==> src/rtl/bus_arbiter.sv <==
// Round-robin bus-drive arbiter for 25 register/port sources.
// Grants one source at a time, with registered one-hot grant, encoded select and status flags.
module bus_arbiter (
    input  logic        clk,
    input  logic        clr,
    input  logic [24:0] req,
    input  logic        hold,
    input  logic        en,
    output logic [24:0] grant,
    output logic [4:0]  sel,
    output logic        busy,
    output logic        multi
);

    localparam logic [0:0] ST_IDLE = 1'b0;
    localparam logic [0:0] ST_OWN  = 1'b1;

    localparam logic [4:0] SEL_IDLE = 5'd31;
    localparam logic [4:0] LAST_IDX = 5'd24;

    logic [0:0]  state_q, state_d;
    logic [4:0]  ptr_q,   ptr_d;
    logic [24:0] grant_q, grant_d;
    logic [4:0]  sel_q,   sel_d;
    logic        busy_q,  busy_d;
    logic        multi_q, multi_d;

    logic [49:0] req_dbl;
    logic [49:0] req_rot_full;
    logic [24:0] req_rot;
    logic        win_found;
    logic [4:0]  win_off;
    logic [5:0]  win_sum;
    logic [5:0]  win_wrap;
    logic [4:0]  win_idx;
    logic        req_multi;
    logic        keep_owner;

    // Rotate requests so bit 0 corresponds to ptr; the lowest set bit is then the winner.
    assign req_dbl      = {req, req};
    assign req_rot_full = req_dbl >> ptr_q;
    assign req_rot      = req_rot_full[24:0];

    always_comb begin
        win_found = 1'b0;
        win_off   = 5'd0;
        for (int k = 24; k >= 0; k--) begin
            if (req_rot[k]) begin
                win_found = 1'b1;
                win_off   = 5'(k);
            end
        end
    end

    assign win_sum   = {1'b0, ptr_q} + {1'b0, win_off};
    assign win_wrap  = win_sum - 6'd25;
    assign win_idx   = (win_sum >= 6'd25) ? win_wrap[4:0] : win_sum[4:0];
    assign req_multi = |(req & (req - 25'd1));

    // The owner's request is checked through its one-hot grant, so an idle select never indexes req.
    assign keep_owner = (state_q == ST_OWN) && hold && (|(req & grant_q));

    always_comb begin
        state_d = state_q;
        ptr_d   = ptr_q;
        grant_d = grant_q;
        sel_d   = sel_q;
        busy_d  = busy_q;
        multi_d = multi_q;
        if (en && !keep_owner) begin
            if (win_found) begin
                state_d = ST_OWN;
                ptr_d   = (win_idx == LAST_IDX) ? 5'd0 : win_idx + 5'd1;
                grant_d = 25'd1 << win_idx;
                sel_d   = win_idx;
                busy_d  = 1'b1;
                multi_d = req_multi;
            end else begin
                state_d = ST_IDLE;
                grant_d = '0;
                sel_d   = SEL_IDLE;
                busy_d  = 1'b0;
                multi_d = 1'b0;
            end
        end
    end

    always_ff @(posedge clk or posedge clr) begin
        if (clr) begin
            state_q <= ST_IDLE;
            ptr_q   <= 5'd0;
            grant_q <= '0;
            sel_q   <= SEL_IDLE;
            busy_q  <= 1'b0;
            multi_q <= 1'b0;
        end else begin
            state_q <= state_d;
            ptr_q   <= ptr_d;
            grant_q <= grant_d;
            sel_q   <= sel_d;
            busy_q  <= busy_d;
            multi_q <= multi_d;
        end
    end

    assign grant = grant_q;
    assign sel   = sel_q;
    assign busy  = busy_q;
    assign multi = multi_q;

endmodule

==> config.mk <==
export PLATFORM = sky130hd
export DESIGN_NAME = bus_arbiter
export DESIGN_NICKNAME = d
export VERILOG_FILES = /design/src/rtl/bus_arbiter.sv
export SDC_FILE = /design/constraint.sdc
export NUM_CORES = 1
export LEC_CHECK = 0
export CORE_ASPECT_RATIO = 0.75
export CORE_MARGIN = 2
export CORE_UTILIZATION = 50
export CTS_BUF_LIST = sky130_fd_sc_hd__clkbuf_8
export DETAILED_ROUTE_END_ITERATION = 8
export PLACE_DENSITY = 0.72
export SLEW_MARGIN = 20
export SYNTH_ARGS = -nofsm -noshare
export SYNTH_HDL_FRONTEND = slang
export SYNTH_SLANG_ARGS = --single-unit
export TNS_END_PERCENT = 10
==> constraint.sdc <==
create_clock -name clk -period 9.35 [get_ports clk]
set_input_delay 0.935 -clock clk [delete_from_list [all_inputs] [get_ports clk]]
set_output_delay 0.935 -clock clk [all_outputs]
set_load 0.01 [all_outputs]
[After elaboration in Yosys (flattened, before gate mapping)]
Cells that the tools add are included.
Word-level totals
  bits in registers: 37
  input port bits: 29
Cells by class
  mux-type cells: 56
  $lt $le $gt $ge: 1
  reduce and logical (&&, ||, !) cells: 7
  eq/ne operators: 1
  add/sub/neg operators: 4
  bitwise logic cells: 2
  shifts and indexed selects: 2
Operators with widths (count)
  5-bit two-way mux: 28
  25-bit bitwise AND: 2
  25-bit OR reduction: 2
  50-bit by 5-bit right shift with 25-bit output: 1
  1-bit two-way mux: 27
  25-bit two-way mux: 1
  1-bit by 5-bit left shift with 25-bit output (first input constant): 1
  25-bit by 1-bit subtractor with 25-bit output (second input constant): 1
  5-bit by 5-bit adder with 6-bit output: 1
  6-bit by 5-bit greater-or-equal comparator with 1-bit output (second input constant): 1
  5-bit by 1-bit adder with 5-bit output (second input constant): 1
  5-bit equality test (second input constant): 1
  5-bit subtractor (second input constant): 1
  1-bit logical AND: 3
  2-bit AND reduction: 1
  1-bit zero test: 1

[Depth between registers and ports, before layout]
Gate-level depths: netlist of the first run.
  depth in word-level cells: 31
  mapped depth: 27

[Worst setup path after synthesis of the first run]
Ideal clock, no wire load.
  path type: in2reg
  start point: input req[3]
  end point: register ptr_q[2]
  data required time: 9.213 ns
  setup time: 0.137 ns
  buffers on the path: 1
  path slack: 3.333 ns
  arrival time: 5.880 ns
  stages on the path: 21
  cell sequence: clkbuf_1 mux4_2 mux4_2 mux2_4 a2111oi_0 a211oi_1 o221a_2 ha_1 inv_1 fa_1 ha_1 nor2b_1 a221oi_1 a21o_1 nor2_1 a21oi_1 ha_1 inv_1 nor4b_1 nand3b_1 o21ai_0
Between the ends
  word-level cells in the longest chain between the ends: 31
RTL lines
  start: declaration: line 6  | input logic [24:0] req,
  50-bit by 5-bit right shift with 25-bit output: line 41  | assign req_rot_full = req_dbl >> ptr_q;
  5-bit two-way mux (25 in series): line 48  | if (req_rot[k]) begin
  5-bit by 5-bit adder with 6-bit output: line 55  | assign win_sum = {1'b0, ptr_q} + {1'b0, win_off};
  6-bit by 5-bit greater-or-equal comparator with 1-bit output / 5-bit subtractor (equally long branches): line 57, 56
  5-bit two-way mux: line 57  | assign win_idx = (win_sum >= 6'd25) ? win_wrap[4:0] : win_sum[4:0];
  5-bit by 1-bit adder with 5-bit output / 5-bit equality test (equally long branches): line 73  | ptr_d = (win_idx == LAST_IDX) ? 5'd0 : win_idx + 5'd1;
  5-bit two-way mux: line 73
  end signal: assignment: line 98  | ptr_q <= ptr_d;
  end: declaration: line 22  | logic [4:0] ptr_q, ptr_d;
Parallel ways exist; a longest one is shown, timed or not.
A chain may end at the register's enable or synchronous reset.

[Worst setup path in the final report of the first run]
  start point: register ptr_q[0]
  end point: register grant_q[11], in the netlist grant[11]
Between the ends
  word-level cells in the longest chain between the ends: 31
RTL lines
  50-bit by 5-bit right shift with 25-bit output: line 41
  5-bit two-way mux (25 in series): line 48
  5-bit by 5-bit adder with 6-bit output: line 55
  5-bit subtractor / 6-bit by 5-bit greater-or-equal comparator with 1-bit output (equally long branches): line 56, 57
  5-bit two-way mux: line 57
  1-bit by 5-bit left shift with 25-bit output: line 74  | grant_d = 25'd1 << win_idx;
  25-bit two-way mux *: line 71  | if (win_found) begin
  end signal: assignment: line 99  | grant_q <= grant_d;
  end: declaration: line 23  | logic [24:0] grant_q, grant_d;
Mark *: on every way between the ends. The rest lies on a longest branch, timed or not.

==> impl_results.md, run 1 <==
- 1st-iter DRT viols: 583
- Final setup violation count: 0
- Detail Route Antenna Nets: 0
- Non-Filler Instances: 740
- Post-synthesis simple-gate area fraction: 16.31%
- Seq/Total Area, Yosys: 17.26%
- Data required, critical path: 9580 ps
- Max-cap violations: 0
- Slew Limit Fails: 0
- Wire length per cell: 24.01 um
- Layout area overhead: 12.35%
- Data arrival, critical path: 7690 ps
- Asr flop ratio synth: 100.0%
- Fin Clk Skew: 6.513 ps
- Multiplexer share of the synthesized area: 32.25%
- Post-Synth Adder-Cell Area: 3.522%
- CTS sink cnt: 37
- Placed cells: 732
- Synth area leader: mux4_2
- DP HPWL: 13.19 mm
- Synthesized netlist cell count: 583
- Drt total wl: 17.77 mm
- Largest net degree at the start of global routing: 48
- Post-route DRC violation count: 0
- Setup TNS: 0 ps
- Clock slew at reported path FFs: 70 ps
- Post-synth EDFFs: 0
- IO buf count: 60
- Final net count: 645
- Main combinational cell family by area after synthesis: multiplexers
- Starting density of the core: 51.87%
- Synth Area in XOR/XNOR: 0.6487%
- Cts repair resizes: 0
- Avg Inst Size Synth: 9.263 um2
- IO Count: 61
- FMAX: 134.0 MHz
- DIE AREA: 11660 um2
- Commonest cells after routing, fill and taps aside: 60 x clkdlybuf4s50_1, 48 x nor2_1, 47 x mux4_2, 38 x mux2i_1, 37 x nand2_1
- Outcome: finished, final reports clean
- Via count: 5278
- Slew Limit Headroom: 32.01%
- Diodes inserted: 0
- RSZ-0062 raised after global routing: false
- Buffer levels on the longest clock path: 2
- # rows: 32
- CP Max Fanout: 37
- Vias per cell: 7.132
- Num CTS Buffers: 5
- Worst Setup Start Kind: flop
- Syn nets: 625
- Main flop type after synthesis: dfrtp_1
- Cell Area, Synth: 5400 um2
- Critical path class: flop to flop
- Post-CTS setup buffers: 0
- Htree depth: 2
- Minimum clock period: 7463 ps
- Number of hold violations in the final report: 0
- Yosys warns: 0
- Core Region: 10410 um2
- Most common cell after layout, fill and taps aside: clkdlybuf4s50_1
- Global-route wire length before repair: 29.28 mm
- Worst min path class: flop to flop
- Yosys cell types: 75
- Clock Latency Late Sink: 290 ps
- Number of global-route vias before repair: 5216
- Die Wd: 124 um
- Drt first pass iters: 5
- Initial antenna violation count: 0
- Worst-margin pin slew: 994.1 ps
- #FFs+latches synth: 37
- Grt total ovfl: 0
- CTS tree: yes
- Die Span Y: 94 um
- Layout cells sized above 1: 18.54%
- Synth top area cells: mux4_2 20%, dfrtp_1 15%, mux2i_1 7.0%, mux2_2 4.6%, nor2_1 3.3%
- Gpl congestion: 0.9623
- CTS root buf: clkbuf_8
- Share of Yosys cell area claimed by the top area cell type: 19.60%
- Tot GR Track Use: 32.56%
- CP Capture Type: flop
- Tcrit/Tclk final: 79.82%
- Synth Area in Compound Gates: 23.96%
- Hold Buf Count CTS: 0
==> Yosys cell counts, drive strengths merged, types with 5 or more instances <==
cell	n
nor2	48
nor2b	5
nand2b	8
mux2i	39
a21oi	29
and3	7
nor4	5
ha	12
a211oi	9
a22o	17
or2	6
a2111oi	8
o221ai	5
nand3	15
a22oi	11
nand2	37
a221oi	6
mux4	48
mux2	23
clkbuf	32
nand4	5
inv	17
and2	5
a32o	14
nor3	18
a21o	5
buf	24
a31oi	10
dfrtp	32
o21ai	20
o21a	8
dfstp	5
==> layout make-up <==
cell class / instances / area, um2
Clock buffer: 5 / 68.82
Clock inverter: 3 / 18.77
Fill cell: 920 / 4343
Inverter: 17 / 63.81
Multi-Input combinational cell: 473 / 4141
Sequential cell: 37 / 935.9
Tap cell: 136 / 170.2
Timing Repair Buffer: 69 / 668.1
==> cell families after synthesis <==
family / Yosys count
buffers and inverters: 73
multiplexers: 110
XOR/XNOR: 4
AND/OR/NAND/NOR: 173
AO/OA/AOI/OAI: 171
adder cells (fa/ha/maj): 15
flip-flops: 37
==> flip-flops by register name, indices dropped and copies added (netlist names) <==
register and flops:
busy 1, multi 1, grant 25, sel 5, ptr_q 5
==> worst paths after layout <==
check | start | endpoint | slack, ps | depth (start not counted)
min | sel[4] | sel[4] | 490 | 2
min in group asynchronous | clr | grant[13] | 1040 | 3
max reg2reg | ptr_q[0] | grant[11] | 1890 | 19
max in group asynchronous | clr | sel[1] | 7950 | 3
min reg2reg | sel[4] | sel[4] | 490 | 2
max | ptr_q[0] | grant[11] | 1890 | 19
==> critical path, stage by stage (launching register included) <==
cell and delay (ps):
dfrtp_2 1040, buf_4 380, mux4_2 610, mux2_2 320, a2111oi_0 670, a31oi_1 130
a21oi_1 190, o221ai_1 150, a211oi_1 230, o221a_2 260, ha_1 200, inv_1 70
fa_1 400, nor2b_1 180, o21ai_0 160, a2111oi_0 560, o21ai_0 150, a22oi_1 810
nor3b_1 620, a32o_1 250
==> through the flow <==
stage | util (%) | hold slack [ps] | area [um2] | setup WS, ps
after floorplan | - | 483.0 | 5400 | 3333
after global placement | 57.44 | 473.0 | 5979 | 2087
after detailed placement | 57.44 | 479.4 | 5979 | 1757
after CTS | 58.28 | 491.8 | 6067 | 1957
after global routing | 58.28 | 528.8 | 6067 | 1113
final | 58.28 | 490.8 | 6067 | 1887
==> metal layers <==
layer	GRT usage [%]	wire (um)	part of all wire, %	vias up
li1	-	-	-	2360
met1	45.89	7416	42	2586
met2	51.42	8337	47	303
met3	6.735	1723	9.7	29
met4	8.052	292	1.6	0
met5	0	0	0	-
Power of run 1 is not shown: default switching activity piles up to over one toggle a cycle in this logic, so the estimate is an artifact.
==> run 2: changes to the inputs <==
clock period = 7.75 ns   (was 9.35 ns; I/O delays follow)
==> run 2 against run 1 <==
Utilization grew 0.22 points. Critical path depth grew 4. Worst setup slack lost 1300 ps. Clock skew grew 2.2 ps. Register-to-register slack lost 1100 ps. Cell count grew 0.54%. Non-clock buffer count grew 4. Critical path type is now input port to flop.
==> impl_results.md, run 2 (synthesized netlist as in run 1, its figures left out) <==
- Outcome: finished, final reports clean
- 1st-iter DRT viols: 613 (+5.1%)
- Crit-path slowest cell: clkdlybuf4s50_1
- Critical path class: input port to flop
- Largest register FFs: 25 (unchanged)
- IO buf count: 60 (unchanged)
- Slew Limit Fails: 0 (unchanged)
- Diodes inserted: 0 (unchanged)
- CTS tree: yes
- Post-CTS setup buffers: 0 (unchanged)
- Layout cells sized above 1: 18.75% (+0.21 points)
- Via count: 5397 (+2.3%)
- Htree depth: 2 (unchanged)
- Non-Filler Instances: 744 (+0.54%)
- CTS root buf: clkbuf_8
- Most common cell on crit path: ha_1
- Vias per cell: 7.254 (+1.7%)
- Tot GR Track Use: 32.38% (-0.18 points)
- IO Count: 61 (unchanged)
- Worst Setup Start Kind: input port
- Clock Latency Late Sink: 300 ps (about the same)
- Die Span Y: 94 um (unchanged)
- Detail Route Antenna Nets: 0 (unchanged)
- Wire length per cell: 24.48 um (+2.0%)
- Finished Cell Area: 6090 um2 (+0.37%)
- Tcrit/Tclk final: 92.71%
- Setup TNS: 0 ps (unchanged)
- CP Max Fanout: 12 (-68%)
- Number of hold violations in the final report: 0 (unchanged)
- Worst min path class: flop to flop
- CP cell instances: clkdlybuf4s50_1 -> mux4_2 -> mux2_2 -> a2111oi_0 -> a31oi_1 -> a21oi_1 -> o221ai_1 -> a211oi_1 -> o221a_2 -> ha_1 -> inv_1 -> fa_1 -> ha_1 -> nor2b_1 -> a221oi_1 -> a21o_1 -> nor2_1 -> a21oi_1 -> ha_1 -> inv_1 -> nor4b_1 -> nand3b_1 -> o21ai_0
- Cts repair resizes: 0 (unchanged)
- Gpl congestion: 0.9659 (+0.37%)
- Number of global-route vias before repair: 5173 (-0.82%)
- DP HPWL: 13.58 mm (+3.0%)
- FMAX: 139.2 MHz
- # rows: 32 (unchanged)
- Buffer levels on the longest clock path: 2 (unchanged)
- Filler instances: 925 (+0.54%)
- Placed cells: 736 (+0.55%)
- Final net count: 649 (+0.62%)
- Data arrival, critical path: 7310 ps (-380 ps)
- Minimum clock period: 7185 ps
- DIE AREA: 11660 um2 (unchanged)
- Die Wd: 124 um (unchanged)
- Fin Clk Skew: 8.694 ps (+2.181 ps)
- Largest net degree at the start of global routing: 42 (-13%)
- Grt total ovfl: 0 (unchanged)
- Most common cell after layout, fill and taps aside: clkdlybuf4s50_1
- Reg area: 935.9 um2 (unchanged)
- CP Capture Type: flop
- Drt first pass iters: 5 (unchanged)
- Initial antenna violation count: 0 (unchanged)
- Num CTS Buffers: 5 (unchanged)
- Placement Cell Area: 6010 um2 (+0.50%)
- RSZ-0062 raised after global routing: false
- Starting density of the core: 51.87% (unchanged)
- Multi-input gate area: 4141 um2 (unchanged)
- CTS sink cnt: 37 (unchanged)
- Hold Buf Count CTS: 0 (unchanged)
- Post-route DRC violation count: 0 (unchanged)
- Core Region: 10410 um2 (unchanged)
- Clock slew at reported path FFs: 70 ps (about the same)
- Worst-margin pin slew: 1088 ps (+93.44 ps)
- Max-cap violations: 0 (unchanged)
- Layout area overhead: 12.77%
- Commonest cells after routing, fill and taps aside: 60 x clkdlybuf4s50_1, 48 x nor2_1, 47 x mux4_2, 38 x mux2i_1, 37 x nand2_1
- Final setup violation count: 0 (unchanged)
- Drt total wl: 18.22 mm (+2.5%)
- Max stage delay on crit path: 740 ps (-300 ps)
- Data required, critical path: 7880 ps (-1700 ps)
- Global-route wire length before repair: 28.83 mm (-1.5%)
- Slew Limit Headroom: 27.42% (-4.6 points)
-- run 2: metrics by stage --
step           hold WS (ps)  utilization, %  worst slack [ps]
6_report              500.2           58.50             565.4
3_5_place_dp          490.1           57.73             380.6
4_1_cts               513.3           58.50             655.2
5_1_grt               544.0           58.50             17.42
3_3_place_gp          472.5           57.73             682.3
2_1_floorplan         483.0               -              1827
-- run 2: critical path: cells and delay by family --
kind | cells | cell delay [ps]
adder cells (fa/ha/maj) | 4 | 1310
buffers and inverters | 3 | 890
multiplexers | 2 | 960
AND/OR/NAND/NOR | 4 | 850
AO/OA/AOI/OAI | 10 | 2530
-- run 2: path summary, 6_finish.rpt --
check / cells past startpoint / slack, ps / to / startpoint
hold / removal: 2 / 500 / sel[4] / sel[4]
max in group asynchronous: 3 / 6520 / ptr_q[3] / clr
min in group asynchronous: 3 / 890 / grant[19] / clr
hold reg to reg: 2 / 500 / sel[4] / sel[4]
setup / recovery: 23 / 570 / ptr_q[0] / req[15]
setup reg to reg: 22 / 810 / ptr_q[0] / ptr_q[0]
-- run 2: routing by layer --
metal | global-route usage (%) | wire [um]
met5 | 0 | 0
met4 | 11.80 | 563
met3 | 5.340 | 1924
met2 | 50.18 | 8292
met1 | 45.75 | 7434
-- run 2: layout make-up --
| cell class | count | area share (%) |
|---|---|---|
| Clock buffer | 5 | 1.130 |
| Clock inverter | 3 | 0.1849 |
| Inverter | 17 | 1.048 |
| Multi-Input combinational cell | 473 | 68.01 |
| Sequential cell | 37 | 15.37 |
| Tap cell | 136 | 2.794 |
| Timing Repair Buffer | 73 | 11.46 |
Power of run 2 is left out for the same reason.
